==> src/rtl/seg7_scan4.sv <==
// seg7_scan4: 4-digit multiplexed seven-segment scanner with double-buffered
// display data and inter-digit blanking. Active-low selects and segments.
// Optional leading-zero blanking is compiled in when SEG7_LZ_BLANK_EN is defined.
module seg7_scan4 #(
  parameter int unsigned TICK_DIV  = 50000,
  parameter int unsigned BLANK_CYC = 2
) (
  input  logic        clk,
  input  logic        rst,
  input  logic [15:0] value_in,
  input  logic [3:0]  dp_in,
  input  logic        load,
  input  logic        en,
  output logic        pending,
  output logic        frame_start,
  output logic [3:0]  sel_out,
  output logic [7:0]  seg_out
);

  localparam int unsigned TW = $clog2(TICK_DIV);
  localparam int unsigned SW = $clog2(BLANK_CYC + 1);
  localparam int unsigned AW = 20;

  logic [TW-1:0] tick_cnt_q, tick_cnt_d;
  logic [SW-1:0] slot_cnt_q, slot_cnt_d;
  logic [1:0]    idx_q, idx_d;
  logic [AW-1:0] shadow_q, shadow_d;
  logic [AW-1:0] active_q, active_d;
  logic          pending_q, pending_d;
  logic          frame_start_q, frame_start_d;
  logic [3:0]    sel_q, sel_d;
  logic [7:0]    seg_q, seg_d;

  logic          tick;
  logic          wrap;
  logic          blank;
  logic [3:0]    nib;
  logic          dp_bit;
  logic [3:0]    supp;

  // Hex digit to active-high a..g segments.
  function automatic logic [6:0] hex7(input logic [3:0] n);
    case (n)
      4'h0: hex7 = 7'h3F;
      4'h1: hex7 = 7'h06;
      4'h2: hex7 = 7'h5B;
      4'h3: hex7 = 7'h4F;
      4'h4: hex7 = 7'h66;
      4'h5: hex7 = 7'h6D;
      4'h6: hex7 = 7'h7D;
      4'h7: hex7 = 7'h07;
      4'h8: hex7 = 7'h7F;
      4'h9: hex7 = 7'h6F;
      4'hA: hex7 = 7'h77;
      4'hB: hex7 = 7'h7C;
      4'hC: hex7 = 7'h39;
      4'hD: hex7 = 7'h5E;
      4'hE: hex7 = 7'h79;
      default: hex7 = 7'h71;
    endcase
  endfunction

`ifdef SEG7_LZ_BLANK_EN
  // Leading-zero suppression mask derived from the displayed (active) data only.
  always_comb begin
    supp    = 4'b0000;
    supp[3] = (active_q[15:12] == 4'h0) && !active_q[19];
    supp[2] = supp[3] && (active_q[11:8] == 4'h0) && !active_q[18];
    supp[1] = supp[2] && (active_q[7:4]  == 4'h0) && !active_q[17];
  end
`else
  assign supp = 4'b0000;
`endif

  // Next-state logic for scan timing, buffering and the output register.
  always_comb begin
    tick_cnt_d    = tick_cnt_q;
    slot_cnt_d    = slot_cnt_q;
    idx_d         = idx_q;
    shadow_d      = shadow_q;
    active_d      = active_q;
    pending_d     = pending_q;
    frame_start_d = 1'b0;
    sel_d         = 4'hF;
    seg_d         = 8'hFF;

    tick  = (tick_cnt_q == TW'(TICK_DIV - 1));
    wrap  = tick && (idx_q == 2'd3);
    blank = (slot_cnt_q < SW'(BLANK_CYC));

    tick_cnt_d = tick ? '0 : tick_cnt_q + TW'(1);

    if (tick) begin
      idx_d      = idx_q + 2'd1;
      slot_cnt_d = '0;
    end else if (slot_cnt_q != SW'(BLANK_CYC)) begin
      slot_cnt_d = slot_cnt_q + SW'(1);
    end

    if (load) begin
      shadow_d  = {dp_in, value_in};
      pending_d = 1'b1;
    end

    // Display data only changes at the frame boundary, so a frame never tears.
    if (wrap) begin
      frame_start_d = 1'b1;
      if (load) begin
        active_d  = {dp_in, value_in};
        pending_d = 1'b0;
      end else if (pending_q) begin
        active_d  = shadow_q;
        pending_d = 1'b0;
      end
    end

    nib    = active_q[{idx_q, 2'b00} +: 4];
    dp_bit = active_q[5'd16 + 5'(idx_q)];
    seg_d  = ~{dp_bit, hex7(nib)};
    if (!blank && en && !supp[idx_q]) begin
      sel_d = ~(4'b0001 << idx_q);
    end
  end

  // State register with synchronous active-high reset.
  always_ff @(posedge clk) begin
    if (rst) begin
      tick_cnt_q    <= '0;
      slot_cnt_q    <= '0;
      idx_q         <= 2'd0;
      shadow_q      <= '0;
      active_q      <= '0;
      pending_q     <= 1'b0;
      frame_start_q <= 1'b0;
      sel_q         <= 4'hF;
      seg_q         <= 8'hFF;
    end else begin
      tick_cnt_q    <= tick_cnt_d;
      slot_cnt_q    <= slot_cnt_d;
      idx_q         <= idx_d;
      shadow_q      <= shadow_d;
      active_q      <= active_d;
      pending_q     <= pending_d;
      frame_start_q <= frame_start_d;
      sel_q         <= sel_d;
      seg_q         <= seg_d;
    end
  end

  assign pending     = pending_q;
  assign frame_start = frame_start_q;
  assign sel_out     = sel_q;
  assign seg_out     = seg_q;

endmodule

==> config.mk <==
export PLATFORM = sky130hd
export DESIGN_NAME = seg7_scan4
export DESIGN_NICKNAME = d
export VERILOG_FILES = /design/src/rtl/seg7_scan4.sv
export SDC_FILE = /design/constraint.sdc
export NUM_CORES = 1
export LEC_CHECK = 0
export ABC_AREA = 1
export ABC_CLOCK_PERIOD_IN_PS = 4750
export CAP_MARGIN = 25
export CELL_PAD_IN_SITES_DETAIL_PLACEMENT = 1
export CELL_PAD_IN_SITES_GLOBAL_PLACEMENT = 2
export CORE_ASPECT_RATIO = 1.25
export CORE_UTILIZATION = 35
export DETAILED_ROUTE_END_ITERATION = 16
export HOLD_SLACK_MARGIN = 0.12
export PLACE_DENSITY_LB_ADDON = 0.1
export SLEW_MARGIN = 20
export SYNTH_ARGS = -nofsm -noshare
export SYNTH_HDL_FRONTEND = slang
export SYNTH_SLANG_ARGS = --single-unit
export TNS_END_PERCENT = 10
==> constraint.sdc <==
create_clock -name clk -period 4.75 [get_ports clk]
set_clock_uncertainty 0.05 [all_clocks]
set_input_delay 0.475 -clock clk [delete_from_list [all_inputs] [get_ports clk]]
set_output_delay 0.475 -clock clk [all_outputs]
set_load 0.005 [all_outputs]
==> parameters.txt, run 1 <==
Parameter                              Value

Layout
  Multi-input gate area ... roughly 0.0016 mm^2
  Share of final-layout standard cells stronger than drive strength 1 ... 0.08180
  Net count reported at finish ... 520
  Filler instances ... 1170
  # diodes ... 0
  Layout overhead on the synthesized area ... 20.51%
  Seq. cell area ... 0.001481 mm^2

Detailed routing
  Post-Route WL ... 8793 um
  Remaining design rule violation count ... 0
  Vias per Instance ... around 5
  Via count ... 3026
  Antenna violation net count after detailed routing ... 0
  Router iterations before antenna repair ... 4
  Iter 0 DRT Violations ... 100
  Post-DR wirelength/cell ... 14.37 um

Synth
  Number of distinct library cell variants in the gate-level netlist after synthesis ... 28
  Share of the synthesized area in the top cell type ... 0.4337
  Total nets after synthesis ... 490
  Count of flip-flops with a built-in enable after synthesis ... 0
  Seq cells post-synth ... 74
  Cell accounting for the most synthesized area ... sky130_fd_sc_hd__dfxtp_1
  Async SR Flop Fraction ... 0
  Average instance area after synthesis ... 7.524 um^2
  Syn Std Cell Area ... around 0.0034 mm^2
  Synth area leaders ... sky130_fd_sc_hd__dfxtp_1, sky130_fd_sc_hd__nand2_1, sky130_fd_sc_hd__a21oi_1
  Yosys warnings ... 0
  Commonest register cell after synthesis ... sky130_fd_sc_hd__dfxtp_1
  Sequential share of the synthesized area ... 0.4337
  Number of instances in the synthesized netlist ... about 450

Timing
  Setup violation total in the final timing report ... 0
  FMAX ... 368.7 MHz
  Post-route clock period utilization ... 0.5710
  Time the final worst path needs with I/O delays and setup ... 2.712 ns
  Transition time at the pin with the least slew margin ... 0.9002 ns
  Number of max-slew violations in the final report ... 0
  RSZ-0062 raised after global routing ... no
  Final Hold Fails ... 0
  Final sum of negative setup slack ... 0 ns
  Headroom to the max-slew limit ... 0.3998
  Fin worst setup slack ... 2.038 ns

Worst setup path
  Worst endpoint data arrival time ... 2.86 ns
  Capturing point of the worst reg2reg path ... active_q[11]
  Crit end category ... register
  Slowest library cell on the worst path ... sky130_fd_sc_hd__ha_1
  Critical Path, Cell by Cell ... ha_1 > nand3_2 > nand2_1 > a21oi_1
  Worst Path Class, Setup ... register to register
  Worst endpoint required time ... slightly below 5 ns
  Beginning of the worst register-to-register path ... idx_q[0]
  Critical Path Max Stage Delay ... 0.86 ns
  Path depth of the worst reg2reg path ... 4
  Startpoint type of the worst setup path ... register
  R2R Setup Slk ... approximately 2.0 ns
  Worst Path Max Fanout ... 24

Placement
  Final weighted congestion of routability-driven global placement ... slightly below 0.8
  # port buffers ... 37
  HPWL after detailed placement ... about 6400 um
  Place WS ... ~1.9 ns

GRT
  Global-route track usage on met2 ... 0.3074
  Largest net degree at the start of global routing ... 48
  Grt met3 use ... 0.03997
  Via count of the first global-routing pass ... 3026
  Met1 usage in global routing ... 0.2449
  Wire length of the first global-routing pass ... roughly 15000 um
  Global-route layer with the greatest usage ... met2
  Total GRT Usage ... 0.1878
  Number of antenna violations at the first check in global routing ... 0
  Grt total ovfl ... 0

Floorplanning
  Die outline area ... 0.01016 mm^2
  Vert. Die Dim ... 112.5 um
  Io pins ... 38
  Initial Utilization ... 0.3665
  DIE WIDTH ... roughly 90 um
  Standard-cell rows ... 39
  Placeable core region ... 0.009320 mm^2

Power and ir drop
  Maximum vdd ir drop ... 165.5 uV
  Leakage Power ... 1.625 nW
  Total power density per cell area ... around 360 mW/mm^2

Worst hold path
  Capture endpoint of the worst hold path ... tick_cnt_q[0]
  Number of cells on the worst hold path ... 1
  Hold_sp ... tick_cnt_q[0]
  Type of the most critical hold path ... register to register

CTS
  Clk sinks ... 74
  Clock root buffer ... sky130_fd_sc_hd__clkbuf_16
  Number of resized instances in the post-cts repair step ... 0
  CTS tree ... built
  H-tree levels ... 3
  Post-CTS Hold Buffers ... 0
  # Post-CTS Setup Buffers ... 0
  Bufs on Longest Clock Path ... 2
  Clock insertion delay at the later pin of the skew report ... 0.34 ns
  Clock slew at the register clock pins of the worst setup and hold paths ... ~0.060 ns
  Number of CTS-inserted buffers ... 9

Job
  Reported max-cap violation count ... 0

Status
  Outcome ... finished clean
layer usage:
metal	wire length (um)	up-vias
met1	4270	1422
met4	111	0
met5	0	-
met3	305	9
li1	-	1546
met2	4105	49
layout make-up:
class | instances | area share
clock buffers | 10 | 0.05805
clock inverters | 6 | 0.02158
inverters | 33 | 0.03009
multi-input cells | 327 | 0.3994
flip-flops and latches | 74 | 0.3599
well taps | 123 | 0.03739
repair buffers | 39 | 0.09362
cells in the mapped netlist, types with 7 or more instances:
cell type,number
sky130_fd_sc_hd__nand2_1,134
sky130_fd_sc_hd__dfxtp_1,74
sky130_fd_sc_hd__nand2_2,12
sky130_fd_sc_hd__nor2_1,33
sky130_fd_sc_hd__inv_1,29
sky130_fd_sc_hd__nand3_1,20
sky130_fd_sc_hd__o21ai_0,10
sky130_fd_sc_hd__nand4_1,27
sky130_fd_sc_hd__ha_1,12
sky130_fd_sc_hd__clkbuf_1,7
sky130_fd_sc_hd__buf_6,7
sky130_fd_sc_hd__a21oi_1,56
power breakdown:
group / switching (mW) / internal (mW) / total [mW] / leakage, nW
sequential: 0.00966 / 0.643 / 0.653 / 0.604
combinational: 0.0553 / 0.0483 / 0.104 / 0.866
clock: 0.270 / 0.475 / 0.745 / 0.155
sequential cells by signal (all words and copies together), names as in the netlist:
name         flops
active_q        20
frame_start      1
seg_out          8
shadow_q        20
pending          1
sel_out          4
idx_q            2
slot_cnt_q       2
tick_cnt_q      16
worst max-delay path, delay by kind of cell (launching register included):
| kind | cells | cell delay (ns) |
|---|---|---|
| AO/OA/AOI/OAI | 1 | 0.09 |
| adder cells (fa/ha/maj) | 1 | 0.86 |
| flip-flops | 1 | 0.70 |
| AND/OR/NAND/NOR | 2 | 0.86 |
worst max-delay path by stage:
stage / start / endpoint / slack, ns
floorplan: idx_q[0] / seg_out[0] / 3.02
global placement: load / active_q[12] / 1.97
detailed placement: load / active_q[11] / 1.89
CTS: idx_q[0] / active_q[11] / 2.01
global route: idx_q[0] / active_q[12] / 1.80
finish: idx_q[0] / active_q[11] / 2.04
metrics by stage:
stage / std cells / utilization / power (mW) / cell area (um^2) / hold WS (ns)
6_report: 612 / 0.4417 / 1.502 / 4116 / 0.4061
5_1_grt: 612 / 0.4417 / 1.570 / 4116 / 0.4337
4_1_cts: 612 / 0.4417 / 1.524 / 4116 / 0.4156
3_5_place_dp: 596 / 0.4065 / 0.7731 / 3789 / 0.4069
3_3_place_gp: 596 / 0.4065 / 0.7675 / 3789 / 0.3798
2_1_floorplan: 454 / - / 0.7295 / 3416 / 0.3675
cells by family (layout without fill, tap and decap cells):
logic type,count (synthesis),count (layout),share of synthesized area
adders and majority gates,12,12,0.04395
xor gates and xnor gates,4,4,0.01026
buffers and inverters,53,88,0.08498
DFF,74,74,0.4337
and+or+nand+nor,240,240,0.3212
AOI/OAI and AO/OA,71,71,0.1059
placed cells by master, fill, tap and decap left out, types with 4 or more instances in the layout:
cell / netlist / routed
sky130_fd_sc_hd__inv_1: 29 / 29
sky130_fd_sc_hd__a21oi_1: 56 / 56
sky130_fd_sc_hd__nand3_1: 20 / 20
sky130_fd_sc_hd__nand2_2: 12 / 12
sky130_fd_sc_hd__nand4_1: 27 / 27
sky130_fd_sc_hd__ha_1: 12 / 12
sky130_fd_sc_hd__nand2_1: 134 / 134
sky130_fd_sc_hd__o21ai_0: 10 / 10
sky130_fd_sc_hd__xor2_1: 4 / 4
sky130_fd_sc_hd__dfxtp_1: 74 / 74
sky130_fd_sc_hd__nor3_1: 5 / 5
sky130_fd_sc_hd__clkbuf_16: 0 / 9
sky130_fd_sc_hd__clkdlybuf4s50_1: 0 / 37
sky130_fd_sc_hd__inv_2: 4 / 4
sky130_fd_sc_hd__nor2_1: 33 / 33
Note: power is estimated with default switching activity, not from simulation.
==> run 2, diff against run 1 <==
--- a/config.mk
+++ b/config.mk
@@ -6,12 +6,12 @@
 export NUM_CORES = 1
 export LEC_CHECK = 0
 export ABC_AREA = 1
-export ABC_CLOCK_PERIOD_IN_PS = 4750
+export ABC_CLOCK_PERIOD_IN_PS = 2600
 export CAP_MARGIN = 25
 export CELL_PAD_IN_SITES_DETAIL_PLACEMENT = 1
 export CELL_PAD_IN_SITES_GLOBAL_PLACEMENT = 2
 export CORE_ASPECT_RATIO = 1.25
-export CORE_UTILIZATION = 35
+export CORE_UTILIZATION = 32
 export DETAILED_ROUTE_END_ITERATION = 16
 export HOLD_SLACK_MARGIN = 0.12
 export PLACE_DENSITY_LB_ADDON = 0.1
==> constraint.sdc (replaced) <==
create_clock -name clk -period 2.6 [get_ports clk]
set_clock_uncertainty 0.05 [all_clocks]
set_input_delay 0.26 -clock clk [delete_from_list [all_inputs] [get_ports clk]]
set_output_delay 0.26 -clock clk [all_outputs]
set_load 0.005 [all_outputs]
==> run 2 against run 1 <==
Clock power increased by 80%. Hold slack worse by 0.0045 ns. Total power grew 82%. Setup slack got worse by 1.5 ns. Flip-flop and latch count unchanged. Cell count up 2.5%. Fmax is 34% higher. Wire length is 2.5% lower. Critical endpoint is now seg_out[0].
==> parameters.txt, run 2 (same netlist as run 1, synthesis figures left out) <==
Parameter                              Value

Power and ir drop
  Combinational cell fraction of total power ... 0.073 (+0.004)
  Design Power ... 2.727 mW (+82%)
  Proportion of total power due to net switching ... 0.2182 (-0.004830)
  Total power density per cell area ... 651.7 mW/mm^2 (+79%)
  Clock power share ... 0.490 (-0.006)
  Leakage Power ... 1.668 nW (+2.7%)
  Internal power of the cells ... 2.132 mW (+83%)
  Maximum vdd ir drop ... 281.9 uV (+70%)
  Switching power ... 0.5950 mW (+78%)
  Sequential share of power ... 0.438 (+0.003)

GRT
  Largest net degree at the start of global routing ... 36 (-25%)
  Grt total ovfl ... 0 (unchanged)
  Number of antenna violations at the first check in global routing ... 0 (unchanged)
  Total GRT Usage ... 0.1735 (-0.01431)
  Wire length of the first global-routing pass ... 14920 um (-0.51%)
  Via count of the first global-routing pass ... 3045 (+0.63%)

Detailed routing
  Via count ... 2984 (-1.4%)
  Remaining design rule violation count ... 0 (unchanged)
  Iter 0 DRT Violations ... 69 (-31%)
  Router iterations before antenna repair ... 4 (unchanged)
  Post-Route WL ... 8573 um (-2.5%)
  Vias per Instance ... 4.759 (-3.7%)
  Post-DR wirelength/cell ... 13.67 um (-4.8%)
  Antenna violation net count after detailed routing ... 0 (unchanged)

Layout
  Net count reported at finish ... 529 (+1.7%)
  Leading cell type in the layout, fill and taps excluded ... sky130_fd_sc_hd__nand2_1
  Post-layout util ... 0.4078 (-0.03387)
  Layout overhead on the synthesized area ... 22.49%
  Non-filler cells, final ... 627 (+2.5%)
  Share of final-layout standard cells stronger than drive strength 1 ... 0.09639 (+0.01459)
  Highest-count cells in the layout ignoring fill and taps ... sky130_fd_sc_hd__nand2_1, sky130_fd_sc_hd__dfxtp_1, sky130_fd_sc_hd__a21oi_1
  Largest registers ... active_q x20, shadow_q x20, tick_cnt_q x16
  # diodes ... 0 (unchanged)

Floorplanning
  Vert. Die Dim ... 117.5 um (+4.5%)
  Io pins ... 38 (unchanged)
  DIE WIDTH ... 94.41 um (+4.5%)
  Placeable core region ... 0.01026 mm^2 (+10%)
  Die outline area ... 0.01109 mm^2 (+9.2%)
  Initial Utilization ... 0.3329 (-0.03357)
  Standard-cell rows ... 41 (+5.1%)

CTS
  Number of CTS-inserted buffers ... 9 (unchanged)
  # Post-CTS Setup Buffers ... 0 (unchanged)
  Clock slew at the register clock pins of the worst setup and hold paths ... 0.06 ns (about the same)
  Post-CTS Hold Buffers ... 0 (unchanged)
  Clock root buffer ... sky130_fd_sc_hd__clkbuf_16
  Number of resized instances in the post-cts repair step ... 0 (unchanged)
  Clk sinks ... 74 (unchanged)
  H-tree levels ... 3 (unchanged)
  Clock insertion delay at the later pin of the skew report ... 0.33 ns (about the same)
  CTS tree ... built
  Bufs on Longest Clock Path ... 2 (unchanged)

Placement
  HPWL after detailed placement ... 6299 um (-1.7%)
  # port buffers ... 37 (unchanged)
  Final weighted congestion of routability-driven global placement ... 0.8018 (+2.4%)
  Cell count after placement ... 611 (+2.5%)

Timing
  Time the final worst path needs with I/O delays and setup ... 2.018 ns (-0.6946 ns)
  Final sum of negative setup slack ... 0 ns (unchanged)
  Number of max-slew violations in the final report ... 0 (unchanged)
  Setup violation total in the final timing report ... 0 (unchanged)
  FMAX ... 495.6 MHz (+34%)
  Post-route clock period utilization ... 0.7761 (+0.2050)
  Final Hold Fails ... 0 (unchanged)
  Transition time at the pin with the least slew margin ... 0.5698 ns (-0.3304 ns)
  Worst-case hold slack ... 0.4016 ns (-0.004452 ns)
  Headroom to the max-slew limit ... 0.6196 (+0.2198)
  RSZ-0062 raised after global routing ... no

Worst setup path
  Worst Setup SP ... idx_q[0]
  Beginning of the worst register-to-register path ... idx_q[0]
  Worst endpoint required time ... 2.77 ns (-2.13 ns)
  Worst Path Class, Setup ... register to register
  Startpoint type of the worst setup path ... register
  Worst endpoint data arrival time ... 2.19 ns (-0.67 ns)
  Worst Path Max Fanout ... 18 (-25%)
  Crit end category ... register

Worst hold path
  Hold_sp ... tick_cnt_q[0]
  Type of the most critical hold path ... register to register

Status
  Outcome ... finished clean

Job
  Reported max-cap violation count ... 0 (unchanged)
## run 2: cell type report
cell class | count | area [um^2]
fillers | 1299 | 6076
multi-input cells | 327 | 1644
flip-flops and latches | 74 | 1481
repair buffers | 48 | 452.9
clock buffers | 11 | 242.7
well taps | 129 | 161.4
inverters | 33 | 123.9
clock inverters | 5 | 77.57
## run 2: path summary, 6_finish.rpt
kind	slack [ns]	cells past startpoint	end
max	0.58	10	seg_out[0]
min reg2reg	0.40	1	tick_cnt_q[0]
min	0.40	1	tick_cnt_q[0]
max reg2reg	0.58	10	seg_out[0]
## run 2: metrics by stage
| stage | instance area, um^2 | setup slack, ns |
|---|---|---|
| global route | 4184 | 0.2667 |
| finish | 4184 | 0.5822 |
| detailed placement | 3864 | 0.5289 |
| floorplan | 3416 | 0.8656 |
| global placement | 3864 | 0.5398 |
| CTS | 4184 | 0.5270 |
## run 2: layer usage
layer  wire (um)  global-route usage  vias up
li1            -                   -     1564
met1        4107              0.2271     1370
met2        4085              0.2763       39
met3         245             0.03553       11
met4         135             0.06635        0
met5           0                   0        -
## run 2: power by group through the flow
stage                     sequential [mW]  combinational, mW  clock [mW]
after floorplan                      1.22              0.117           0
after global placement               1.22              0.194           0
after detailed placement             1.22              0.203           0
after CTS                            1.19              0.204        1.38
after global routing                 1.20              0.227        1.42
final                                1.19              0.198        1.34
## run 2: critical path: stages, from the launching register on
cell and delay, ns:
sky130_fd_sc_hd__dfxtp_1 0.68, sky130_fd_sc_hd__nand2_1 0.10, sky130_fd_sc_hd__o21ai_0 0.09, sky130_fd_sc_hd__nand2_1 0.09, sky130_fd_sc_hd__nand2_1 0.17, sky130_fd_sc_hd__inv_1 0.12
sky130_fd_sc_hd__ha_1 0.23, sky130_fd_sc_hd__inv_1 0.08, sky130_fd_sc_hd__nor2_1 0.05, sky130_fd_sc_hd__a21oi_1 0.17, sky130_fd_sc_hd__o21ai_1 0.09
==> run 3, diff against run 2 <==
--- a/config.mk
+++ b/config.mk
@@ -6,12 +6,12 @@
 export NUM_CORES = 1
 export LEC_CHECK = 0
 export ABC_AREA = 1
-export ABC_CLOCK_PERIOD_IN_PS = 2600
+export ABC_CLOCK_PERIOD_IN_PS = 1700
 export CAP_MARGIN = 25
 export CELL_PAD_IN_SITES_DETAIL_PLACEMENT = 1
 export CELL_PAD_IN_SITES_GLOBAL_PLACEMENT = 2
 export CORE_ASPECT_RATIO = 1.25
-export CORE_UTILIZATION = 32
+export CORE_UTILIZATION = 29
 export DETAILED_ROUTE_END_ITERATION = 16
 export HOLD_SLACK_MARGIN = 0.12
 export PLACE_DENSITY_LB_ADDON = 0.1
==> constraint.sdc (replaced) <==
create_clock -name clk -period 1.7 [get_ports clk]
set_clock_uncertainty 0.05 [all_clocks]
set_input_delay 0.17 -clock clk [delete_from_list [all_inputs] [get_ports clk]]
set_output_delay 0.17 -clock clk [all_outputs]
set_load 0.005 [all_outputs]
==> run 3 against run 2 <==
Sequential share of layout area fell by 0.86 points. Flip-flop and latch count did not move. Hold slack got worse by 0.033 ns. Sequential power rose by 53%. Cell area rose by 2.8%. Clock power rose by 32%. Via count rose by 3.1%. Highest routed layer unchanged. Critical path depth fell by 1. Global-route usage fell by 1.3 points.
==> parameters.txt, run 3 (same netlist as run 1, synthesis figures left out) <==
Parameter                              Value

Status
  Outcome ... finished clean

Layout
  Largest registers ... active_q x20, shadow_q x20, tick_cnt_q x16
  Share of final-layout standard cells stronger than drive strength 1 ... 0.1434 (+0.04703)
  Leading cell type in the layout, fill and taps excluded ... sky130_fd_sc_hd__nand2_1
  Net count reported at finish ... 540 (+2.1%)
  Fin area ... 0.004303 mm^2 (+2.8%)
  Post-layout util ... 0.3808 (-0.02696)
  Layout overhead on the synthesized area ... 25.97%
  # diodes ... 0 (unchanged)
  Highest-count cells in the layout ignoring fill and taps ... sky130_fd_sc_hd__nand2_1, sky130_fd_sc_hd__dfxtp_1, sky130_fd_sc_hd__a21oi_1

Detailed routing
  Vias per Instance ... 4.778 (+0.39%)
  Router iterations before antenna repair ... 4 (unchanged)
  Antenna violation net count after detailed routing ... 0 (unchanged)
  Post-DR wirelength/cell ... 13.75 um (+0.60%)
  Remaining design rule violation count ... 0 (unchanged)
  Post-Route WL ... 8858 um (+3.3%)
  Iter 0 DRT Violations ... 71 (+2.9%)
  Via count ... 3077 (+3.1%)

Floorplanning
  Placeable core region ... 0.01130 mm^2 (+10%)
  Io pins ... 38 (unchanged)
  Vert. Die Dim ... 123.3 um (+5.0%)
  Die outline area ... 0.01222 mm^2 (+10%)
  Standard-cell rows ... 43 (+4.9%)
  DIE WIDTH ... 99.07 um (+4.9%)
  Initial Utilization ... 0.3023 (-0.03060)

Placement
  Placed instance area ... 0.003998 mm^2 (+3.5%)
  Place WS ... 0.03898 ns (-0.4899 ns)
  Final weighted congestion of routability-driven global placement ... 0.7893 (-1.6%)
  HPWL after detailed placement ... 6620 um (+5.1%)
  # port buffers ... 37 (unchanged)

Timing
  Final sum of negative setup slack ... 0 ns (unchanged)
  Worst-case hold slack ... 0.3690 ns (-0.03261 ns)
  FMAX ... 622.7 MHz (+26%)
  Setup violation total in the final timing report ... 0 (unchanged)
  Final Hold Fails ... 0 (unchanged)
  Transition time at the pin with the least slew margin ... 0.3991 ns (-0.1707 ns)
  Post-route clock period utilization ... 0.9447 (+0.1686)
  Fin worst setup slack ... 0.09397 ns (-0.4882 ns)
  Time the final worst path needs with I/O delays and setup ... 1.606 ns (-0.4118 ns)
  Headroom to the max-slew limit ... 0.7319 (+0.1123)
  RSZ-0062 raised after global routing ... yes
  Number of max-slew violations in the final report ... 0 (unchanged)

GRT
  Total GRT Usage ... 0.1601 (-0.01340)
  Number of antenna violations at the first check in global routing ... 0 (unchanged)
  Largest net degree at the start of global routing ... 37 (+2.8%)
  Wire length of the first global-routing pass ... 15150 um (+1.6%)
  Via count of the first global-routing pass ... 3247 (+6.6%)
  Grt total ovfl ... 0 (unchanged)

CTS
  Bufs on Longest Clock Path ... 2 (unchanged)
  Clock slew at the register clock pins of the worst setup and hold paths ... 0.06 ns (about the same)
  Clk sinks ... 74 (unchanged)
  H-tree levels ... 3 (unchanged)
  Clock insertion delay at the later pin of the skew report ... 0.33 ns (about the same)
  CTS tree ... built
  Number of CTS-inserted buffers ... 9 (unchanged)
  Clock root buffer ... sky130_fd_sc_hd__clkbuf_16

Worst setup path
  Critical Path Max Stage Delay ... 0.36 ns (-0.32 ns)
  Crit end category ... register
  Worst Path Class, Setup ... register to register
  Startpoint type of the worst setup path ... register
  Worst endpoint required time ... 1.92 ns (-0.85 ns)
  Critical Path, Cell by Cell ... buf_4 > o21ai_1 > nand2_1 > nand2_2 > inv_2 > ha_1 > nor2_1 > nor2_2 > o21ai_1
  Most numerous cell on the critical path ... sky130_fd_sc_hd__o21ai_1
  Worst Path Max Fanout ... 8 (-10)
  Slowest library cell on the worst path ... sky130_fd_sc_hd__dfxtp_4
  Worst endpoint data arrival time ... 1.83 ns (-0.36 ns)

Power and ir drop
  Leakage Power ... 1.715 nW (+2.8%)
  Total power density per cell area ... 905.6 mW/mm^2 (+39%)
  Maximum vdd ir drop ... 512.3 uV (+82%)

Worst hold path
  Type of the most critical hold path ... primary input to register

Job
  Reported max-cap violation count ... 0 (unchanged)
[run 3: cell count changes in the layout (fill, tap and decap cells not counted), sizes merged]
cell	change
bufinv	-2
clkinv	+1
clkinvlp	+1
buf	+11
[run 3: critical path, delay by kind of cell, from the launching register on]
kind / cells / cell delay (ns)
buffers and inverters: 2 / 0.23
adders and majority gates: 1 / 0.29
AOI/OAI and AO/OA: 2 / 0.24
DFF: 1 / 0.36
and+or+nand+nor: 4 / 0.35
[run 3: worst paths after layout]
path / slack, ns / start / cells after the start / endpoint
worst max-delay path: 0.09 / idx_q[0] / 9 / seg_out[3]
worst min register to register: 0.37 / tick_cnt_q[0] / 1 / tick_cnt_q[0]
worst min-delay path: 0.37 / value_in[11] / 3 / shadow_q[11]
worst max register to register: 0.09 / idx_q[0] / 9 / seg_out[3]
[run 3: through the flow]
step           power [mW]  cells
2_1_floorplan       2.038    454
3_3_place_gp        2.168    627
3_5_place_dp        2.179    627
4_1_cts             3.972    643
5_1_grt             4.090    644
6_report            3.897    644
[run 3: what timing repair did]
action | in CTS | in global routing
hold buffers | 0 | 0
hold endpoints to repair | 0 | 0
endpoints found under the setup margin | 0 | 27
resized for setup | 0 | 20
buffers inserted | 0 | 1
[run 3: layout make-up]
class / instances / area, um^2
fillers: 1383 / 6995
clock buffers: 11 / 242.7
well taps: 135 / 168.9
multi-input cells: 327 / 1665
inverters: 33 / 123.9
repair buffers: 59 / 585.6
clock inverters: 5 / 30.03
flip-flops and latches: 74 / 1486
[run 3: where the power goes]
group | switching (mW) | internal, mW
Sequential | 0.0281 | 1.80
Clock | 0.746 | 1.02
Combinational | 0.157 | 0.149
Total | 0.931 | 2.97
[run 3: metal layers]
metal / wire [um] / vias up / part of all wire / global-route usage
met5: 0 / - / 0 / 0
met4: 114 / 0 / 0.013 / 0.05515
met3: 205 / 9 / 0.023 / 0.03618
met2: 4569 / 25 / 0.52 / 0.2963
met1: 3967 / 1454 / 0.45 / 0.1807
li1: - / 1589 / - / -
